## src/rtl/store_narrow_unit.sv

```systemverilog
// Store-path narrowing unit: fit-checks a 32-bit register value against the store size
// and writes the selected bytes little-endian over a byte-wide, per-byte-acked port.
module store_narrow_unit (
    input  logic        clk,
    input  logic        rst_n,
    input  logic        req_valid,
    output logic        req_ready,
    input  logic [31:0] req_addr,
    input  logic [31:0] req_data,
    input  logic [1:0]  req_size,
    input  logic        req_signed,
    output logic        mem_we,
    output logic [31:0] mem_addr,
    output logic [7:0]  mem_wdata,
    input  logic        mem_ack,
    output logic        done,
    output logic        trunc_err,
    output logic        misalign_err
);

    typedef enum logic [1:0] {
        IDLE  = 2'd0,
        WRITE = 2'd1,
        DONE  = 2'd2
    } state_t;

    state_t      state;
    state_t      state_next;
    logic [31:0] addr_q;
    logic [31:0] data_q;
    logic [1:0]  last_q;
    logic [1:0]  k_q;
    logic        trunc_q;
    logic        misalign_q;

    logic [1:0]  req_last;
    logic        req_trunc;
    logic        req_misalign;

    // Decode the incoming request: index of the final byte, alignment and fit check.
    // A signed value fits when every bit above the narrow sign bit copies that sign bit.
    always_comb begin
        req_last     = 2'd0;
        req_trunc    = 1'b0;
        req_misalign = 1'b0;
        case (req_size)
            2'b00: begin
                req_last  = 2'd0;
                req_trunc = req_signed ? !((&req_data[31:7]) || !(|req_data[31:7]))
                                       : (|req_data[31:8]);
            end
            2'b01: begin
                req_last     = 2'd1;
                req_misalign = req_addr[0];
                req_trunc    = req_signed ? !((&req_data[31:15]) || !(|req_data[31:15]))
                                          : (|req_data[31:16]);
            end
            2'b10: begin
                req_last     = 2'd3;
                req_misalign = |req_addr[1:0];
            end
            default: begin
                req_misalign = 1'b1;
            end
        endcase
    end

    always_comb begin
        state_next = state;
        case (state)
            IDLE: begin
                if (req_valid) begin
                    state_next = req_misalign ? DONE : WRITE;
                end
            end
            WRITE: begin
                if (mem_ack && (k_q == last_q)) begin
                    state_next = DONE;
                end
            end
            DONE:    state_next = IDLE;
            default: state_next = IDLE;
        endcase
    end

    always_ff @(posedge clk) begin
        if (!rst_n) begin
            state      <= IDLE;
            addr_q     <= 32'd0;
            data_q     <= 32'd0;
            last_q     <= 2'd0;
            k_q        <= 2'd0;
            trunc_q    <= 1'b0;
            misalign_q <= 1'b0;
        end else begin
            state <= state_next;
            case (state)
                IDLE: begin
                    if (req_valid) begin
                        addr_q     <= req_addr;
                        data_q     <= req_data;
                        last_q     <= req_last;
                        k_q        <= 2'd0;
                        trunc_q    <= req_trunc;
                        misalign_q <= req_misalign;
                    end
                end
                WRITE: begin
                    if (mem_ack && (k_q != last_q)) begin
                        k_q <= k_q + 2'd1;
                    end
                end
                default: ;
            endcase
        end
    end

    // Write-port outputs are zero outside WRITE so the port idles cleanly after a store.
    always_comb begin
        mem_wdata = 8'd0;
        if (state == WRITE) begin
            case (k_q)
                2'd0:    mem_wdata = data_q[7:0];
                2'd1:    mem_wdata = data_q[15:8];
                2'd2:    mem_wdata = data_q[23:16];
                default: mem_wdata = data_q[31:24];
            endcase
        end
    end

    assign req_ready    = (state == IDLE);
    assign mem_we       = (state == WRITE);
    assign mem_addr     = mem_we ? (addr_q + {30'd0, k_q}) : 32'd0;
    assign done         = (state == DONE);
    assign trunc_err    = done && trunc_q;
    assign misalign_err = done && misalign_q;

endmodule

```

## config.mk

```make
export PLATFORM = sky130hd
export DESIGN_NAME = store_narrow_unit
export DESIGN_NICKNAME = d
export VERILOG_FILES = /design/src/rtl/store_narrow_unit.sv
export SDC_FILE = /design/constraint.sdc
export NUM_CORES = 1
export LEC_CHECK = 0
export CAP_MARGIN = 20
export CORE_MARGIN = 5
export CORE_UTILIZATION = 44
export DETAILED_ROUTE_END_ITERATION = 16
export GPL_TIMING_DRIVEN = 0
export PLACE_DENSITY = 0.83
export SYNTH_ARGS = -nofsm -noshare
export SYNTH_HDL_FRONTEND = slang
export SYNTH_SLANG_ARGS = --single-unit
```

## constraint.sdc

```tcl
create_clock -name clk -period 2.3 [get_ports clk]
set_clock_uncertainty 0.05 [all_clocks]
set_input_delay 0.46 -clock clk [delete_from_list [all_inputs] [get_ports clk]]
set_output_delay 0.46 -clock clk [all_outputs]
set_load 0.01 [all_outputs]
```

## After elaboration in Yosys (flattened, before gate mapping)

Index checks and enable logic that the tools add are counted.

| storage, ports and cells | value |
|---|---|
| bits in registers | 72 |
| output and inout bits | 45 |
| logic and storage cells | 59 |
| input bits | 71 |

| operators by class | value |
|---|---|
| equality and inequality tests | 11 |
| add/subtract/negate cells | 2 |
| reductions and logical operators | 24 |
| muxes and demuxes | 15 |

Operator list:

| operator | count |
|---|---|
| $add A32 B2 Y32 | 1 |
| $mux W32 | 1 |
| $reduce_and A25 Y1 | 1 |
| $reduce_or A25 Y1 | 1 |
| $pmux W8 S3 | 1 |
| $reduce_or A24 Y1 | 1 |
| $reduce_and A17 Y1 | 1 |
| $reduce_or A17 Y1 | 1 |
| $reduce_or A16 Y1 | 1 |
| $pmux W2 S2 | 3 |
| $mux W2 | 5 |
| $mux W8 | 1 |
| $eq A2 B1 Y1 const B | 3 |
| $eq A2 B2 Y1 const B | 3 |
| $logic_not A2 Y1 | 3 |
| $logic_and A1 B1 Y1 | 4 |
| $logic_not A1 Y1 | 4 |
| $ne A2 B1 Y1 const B | 2 |
| $reduce_and A2 Y1 | 2 |
| $pmux W1 S3 | 1 |
| $reduce_and A3 Y1 | 1 |
| $add A2 B1 Y2 const B | 1 |
| $eq A2 B2 Y1 | 1 |
| $logic_or A1 B1 Y1 | 2 |
| 6 further kinds | 7 |

## Logic depth before layout (Yosys ltp)

| logic depth | value |
|---|---|
| depth after elaboration | 6 |
| gate-level depth with buffers | 8 |
| gate-level depth less buffers | 7 |

## Worst setup path before layout

No wires, ideal clock.

| timing path | value |
|---|---|
| path type | reg-to-output |
| start | register k_q[0] |
| end | output port mem_addr[24] |
| stages on the path, launching flop included | 9 |
| path buffers | 1 |
| data arrival time | 1813 ps |
| setup slack | -23 ps |
| data required time | 1790 ps |
| cells stage by stage | dfxtp_1 -> ha_1 -> fa_1 -> and3_1 -> nand3_2 -> buf_6 -> nor4_2 -> xnor2_1 -> nor2_1 |

| between the ends | value |
|---|---|
| word-level cells in the longest chain between the ends | 2 |

RTL lines:

| item | RTL line | text |
|---|---|---|
| from (decl) | 32 | `logic [1:0] k_q;` |
| from (signal assigned) | 110 | `k_q <= k_q + 2'd1;` |
| $add A32 B2 Y32 | 133 | `assign mem_addr = mem_we ? (addr_q + {30'd0, k_q}) : 32'd0;` |
| $mux W32 | 133 |  |
| to (decl) | 13 | `output logic [31:0] mem_addr,` |

Every way passes these cells.

## Final worst setup path

| timing path | value |
|---|---|
| start | register addr_q[0] |
| end | output port mem_addr[26] |

| between the ends | value |
|---|---|
| word-level cells in the longest chain between the ends | 2 |

RTL lines:

| item | RTL line | text |
|---|---|---|
| from (decl) | 29 | `logic [31:0] addr_q;` |
| from (signal assigned) | 100 | `addr_q <= req_addr;` |
| $add A32 B2 Y32 | 133 |  |
| $mux W32 | 133 |  |

Every way passes these cells.

==> metrics.md <==
| Metric | Value |
|---|---|
| Leading area contributor after synthesis | dfxtp_1 |
| Initial Util | 0.447 |
| Die area | 11300 µm² |
| Core area | 9150 µm² |
| Synth Area in XOR/XNOR | 0.0599 |
| Placer congestion estimate | 0.915 |
| Simple logic cell fraction of the synthesized area | 0.317 |
| Synth Area in Adders | 0.0355 |
| Register area share after synthesis | 0.352 |
| Syn Nets | 610 |
| Synth warn | 0 |
| Wirelength per Cell | 16.7 µm |
| Slew Viols, Final | 0 |
| Synth Area in Compound Gates | 0.183 |
| Finished Core Util | 0.655 |
| Final Cycle Share | 1.19 |
| Commonest non-fill, non-tap cell in the layout | nand2_1 |
| Die Y | 106 µm |
| Std cell rows | 35 |
| Arr. time, crit path | 2.23 ns |
| H-tree Lvls | 3 |
| Slowest cell delay on critical path | approximately 0.35 ns |
| Post-Syn Area | 4090 µm² |
| Port bufs | 114 |
| TritonCTS Buffers | 9 |
| Detailed Route Iter0 Violations | 213 |
| Dpl hpwl | approximately 9.3 mm |
| WL met3 | 988 µm |
| Met1 WL | 5.20 mm |
| Yosys top cell area share | 0.352 |
| Die W | 106 µm |
| Combinational family with the most area after synthesis | simple AND/OR/NAND/NOR gates |
| Cell family with most CP delay | adder cells |
| Via density | 5.46 |
| Fmax achieved | approximately 360 MHz |
| DRC violations left | 0 |
| Final non-filler cell total | 789 |
| Syn avg cell area | 7.75 µm² |
| Final worst path period need | 2.74 ns |
| Async SR Flop Fraction | 0 |
| Worst path slowest cell | dfxtp_2 |
| Worst Path Max Fanout | 5 |
| Worst-Margin Slew | about 0.51 ns |
| Power density cells | 556 nW/µm² |
| Critical path, cell by cell | ha_4, fa_2, and3_4, nand3_4, buf_12, buf_16, nor3_4, xnor2_1, nor2_1, buf_2 |
| First-pass GRT wire length | 20.3 mm |
| CP Buf/Inv Count | 3 |
| Max-cap viol count | 0 |
| Global route total overflow | 0 |
| Vias in the first global route | 4361 |
| Mux contribution to synthesized area | 0.00244 |
| P&R area growth vs syn | 46.4% |
| Max_slew headroom | 0.661 |
| Post-route setup TNS | -9.66 ns |
| Synth top area cells | dfxtp_1, nand2_1, a21boi_0 |
| Register bit total from synthesis | 72 |
| Skew-Pair Late Insertion Delay | 0.34 ns |
| Req. time, crit path | 1.79 ns |
| Routed wl met2 | 6.67 mm |
| Failing checks | negative setup slack |
| RSZ-0062 raised after global routing | true |
| CP Launch Type | flop |
| Layout cells sized above 1 | 0.227 |
| Vias | 4310 |
| Post-Route WL | 13.2 mm |
| Final Setup Violations | 37 |
| Post-synth EDFFs | 0 |
| Top sig layer | met4 |
| Net count, final | around 760 |
| Antenna Nets Post-Route | 0 |
| Cell count after synthesis | approximately 530 |
| Total GRT Usage | 0.221 |
| Static leakage | about 2.4 nW |
| Clk root buf | clkbuf_8 |
| Max clock buf depth | 2 |
| Post-CTS Hold Fix Bufs | 0 |
| Crit path kind | reg -> out |
| IR drop worst, VDD | 0.297 mV |
| Worst-path clk slew | 0.09 ns |
| Most frequent cells in the layout | nand2_1, clkdlybuf4s50_1, dfxtp_1, nor2_1, a21boi_0 |
| PnR worst setup slack | -0.442 ns |
| Io pins | 116 |
| Synth Flop Type | dfxtp_1 |
| Largest net degree at the start of global routing | 13 |
| Status | finished, violations left |
| Clock sink count | 72 |
| DRT Pass-1 Iters | 8 |
| Initial antenna violation count | 0 |
| ANT cells | 0 |
| Min Hold Slack | 0.417 ns |
| Distinct cells, synth | 47 |
| Crit end category | primary output |
| Worst hold path class | reg -> reg |
| Placed Instances | around 750 |
| CTS tree | built |
| Endpoints failing hold | 0 |
==> logic make-up (layout without fill, tap and decap cells) <==
group | Yosys count | after routing
AND/OR/NAND/NOR | 266 | 266
AO/OA/AOI/OAI | 103 | 103
flip-flops | 72 | 72
buffers and inverters | 47 | 197
XOR/XNOR | 28 | 28
adder cells (fa/ha/maj) | 11 | 11
multiplexers | 1 | 1
==> final timing paths <==
check | from | endpoint | slack, ns | cells after the start
setup reg to reg | state[1]$_SDFFE_PN0P_ | addr_q[21]$_SDFFE_PN0P_ | 0.53 | 7
hold reg to reg | data_q[31]$_SDFFE_PN0P_ | data_q[31]$_SDFFE_PN0P_ | 0.42 | 2
setup / recovery | addr_q[0]$_SDFFE_PN0P_ | mem_addr[26] | -0.44 | 10
hold / removal | data_q[31]$_SDFFE_PN0P_ | data_q[31]$_SDFFE_PN0P_ | 0.42 | 2
==> what timing repair did <==
action                     4_1_cts  5_1_grt
buffers inserted                17        9
resized for setup              197       45
setup endpoints to repair       39       41
cloned                           2        0
pin swaps                       30       41
==> per-stage QoR <==
stage / total power [W] / setup slack, ns / instance area, µm²
2_1_floorplan: 0.00187 / 0.0338 / 4100
3_3_place_gp: 0.00219 / -0.611 / 5380
3_5_place_dp: 0.00222 / -0.675 / 5380
4_1_cts: 0.00331 / -0.450 / 5820
5_1_grt: 0.00349 / -0.518 / 5990
6_report: 0.00333 / -0.442 / 5990
==> sequential cells by signal, indices dropped and copies added (netlist names) <==
signal      flops
addr_q         32
data_q         32
k_q             2
last_q          2
state           2
misalign_q      1
trunc_q         1
==> tightest hold or removal path: stages, from the launching register on <==
cell and delay, ns:
dfxtp_1 0.31, nand2_1 0.05, a21boi_0 0.06
==> final cells by class <==
class | count | area [µm²]
plain buffers | 31 | 168
clock buffers | 10 | 138
clock inverters | 5 | 81.3
fillers | 743 | 3160
inverters | 12 | 45.0
multi-input cells | 409 | 2730
flip-flops and latches | 72 | 1460
well taps | 111 | 139
repair buffers | 139 | 1240
==> synthesized netlist by cell type (3+ instances only) <==
master	instances
a21boi_0	46
a21boi_1	21
a21oi_1	14
a222oi_1	8
and2_1	8
and3_1	5
buf_1	3
buf_2	8
clkbuf_1	21
dfxtp_1	72
ha_1	10
inv_1	11
nand2_1	146
nand3_1	8
nand4_1	8
nor2_1	49
nor3_2	8
nor4_1	6
nor4_2	4
o21ai_0	7
or3_1	5
xnor2_1	21
xor2_1	7
==> metal layers <==
layer  track usage  vias to the layer above
met4        0.0831                        0
li1              -                     2078
met2         0.404                      186
met1         0.248                     2019
met3        0.0510                       27
met5             0                        -
==> power breakdown <==
| group | switching (W) | internal (W) | leakage [nW] |
|---|---|---|---|
| combinational | 0.000402 | 0.000339 | 1.71 |
| clock | 0.000482 | 0.000634 | 0.108 |
| sequential | 0.000112 | 0.00136 | 0.594 |
| total | 0.000996 | 0.00233 | 2.41 |
Power figures use the tool's default switching activity.
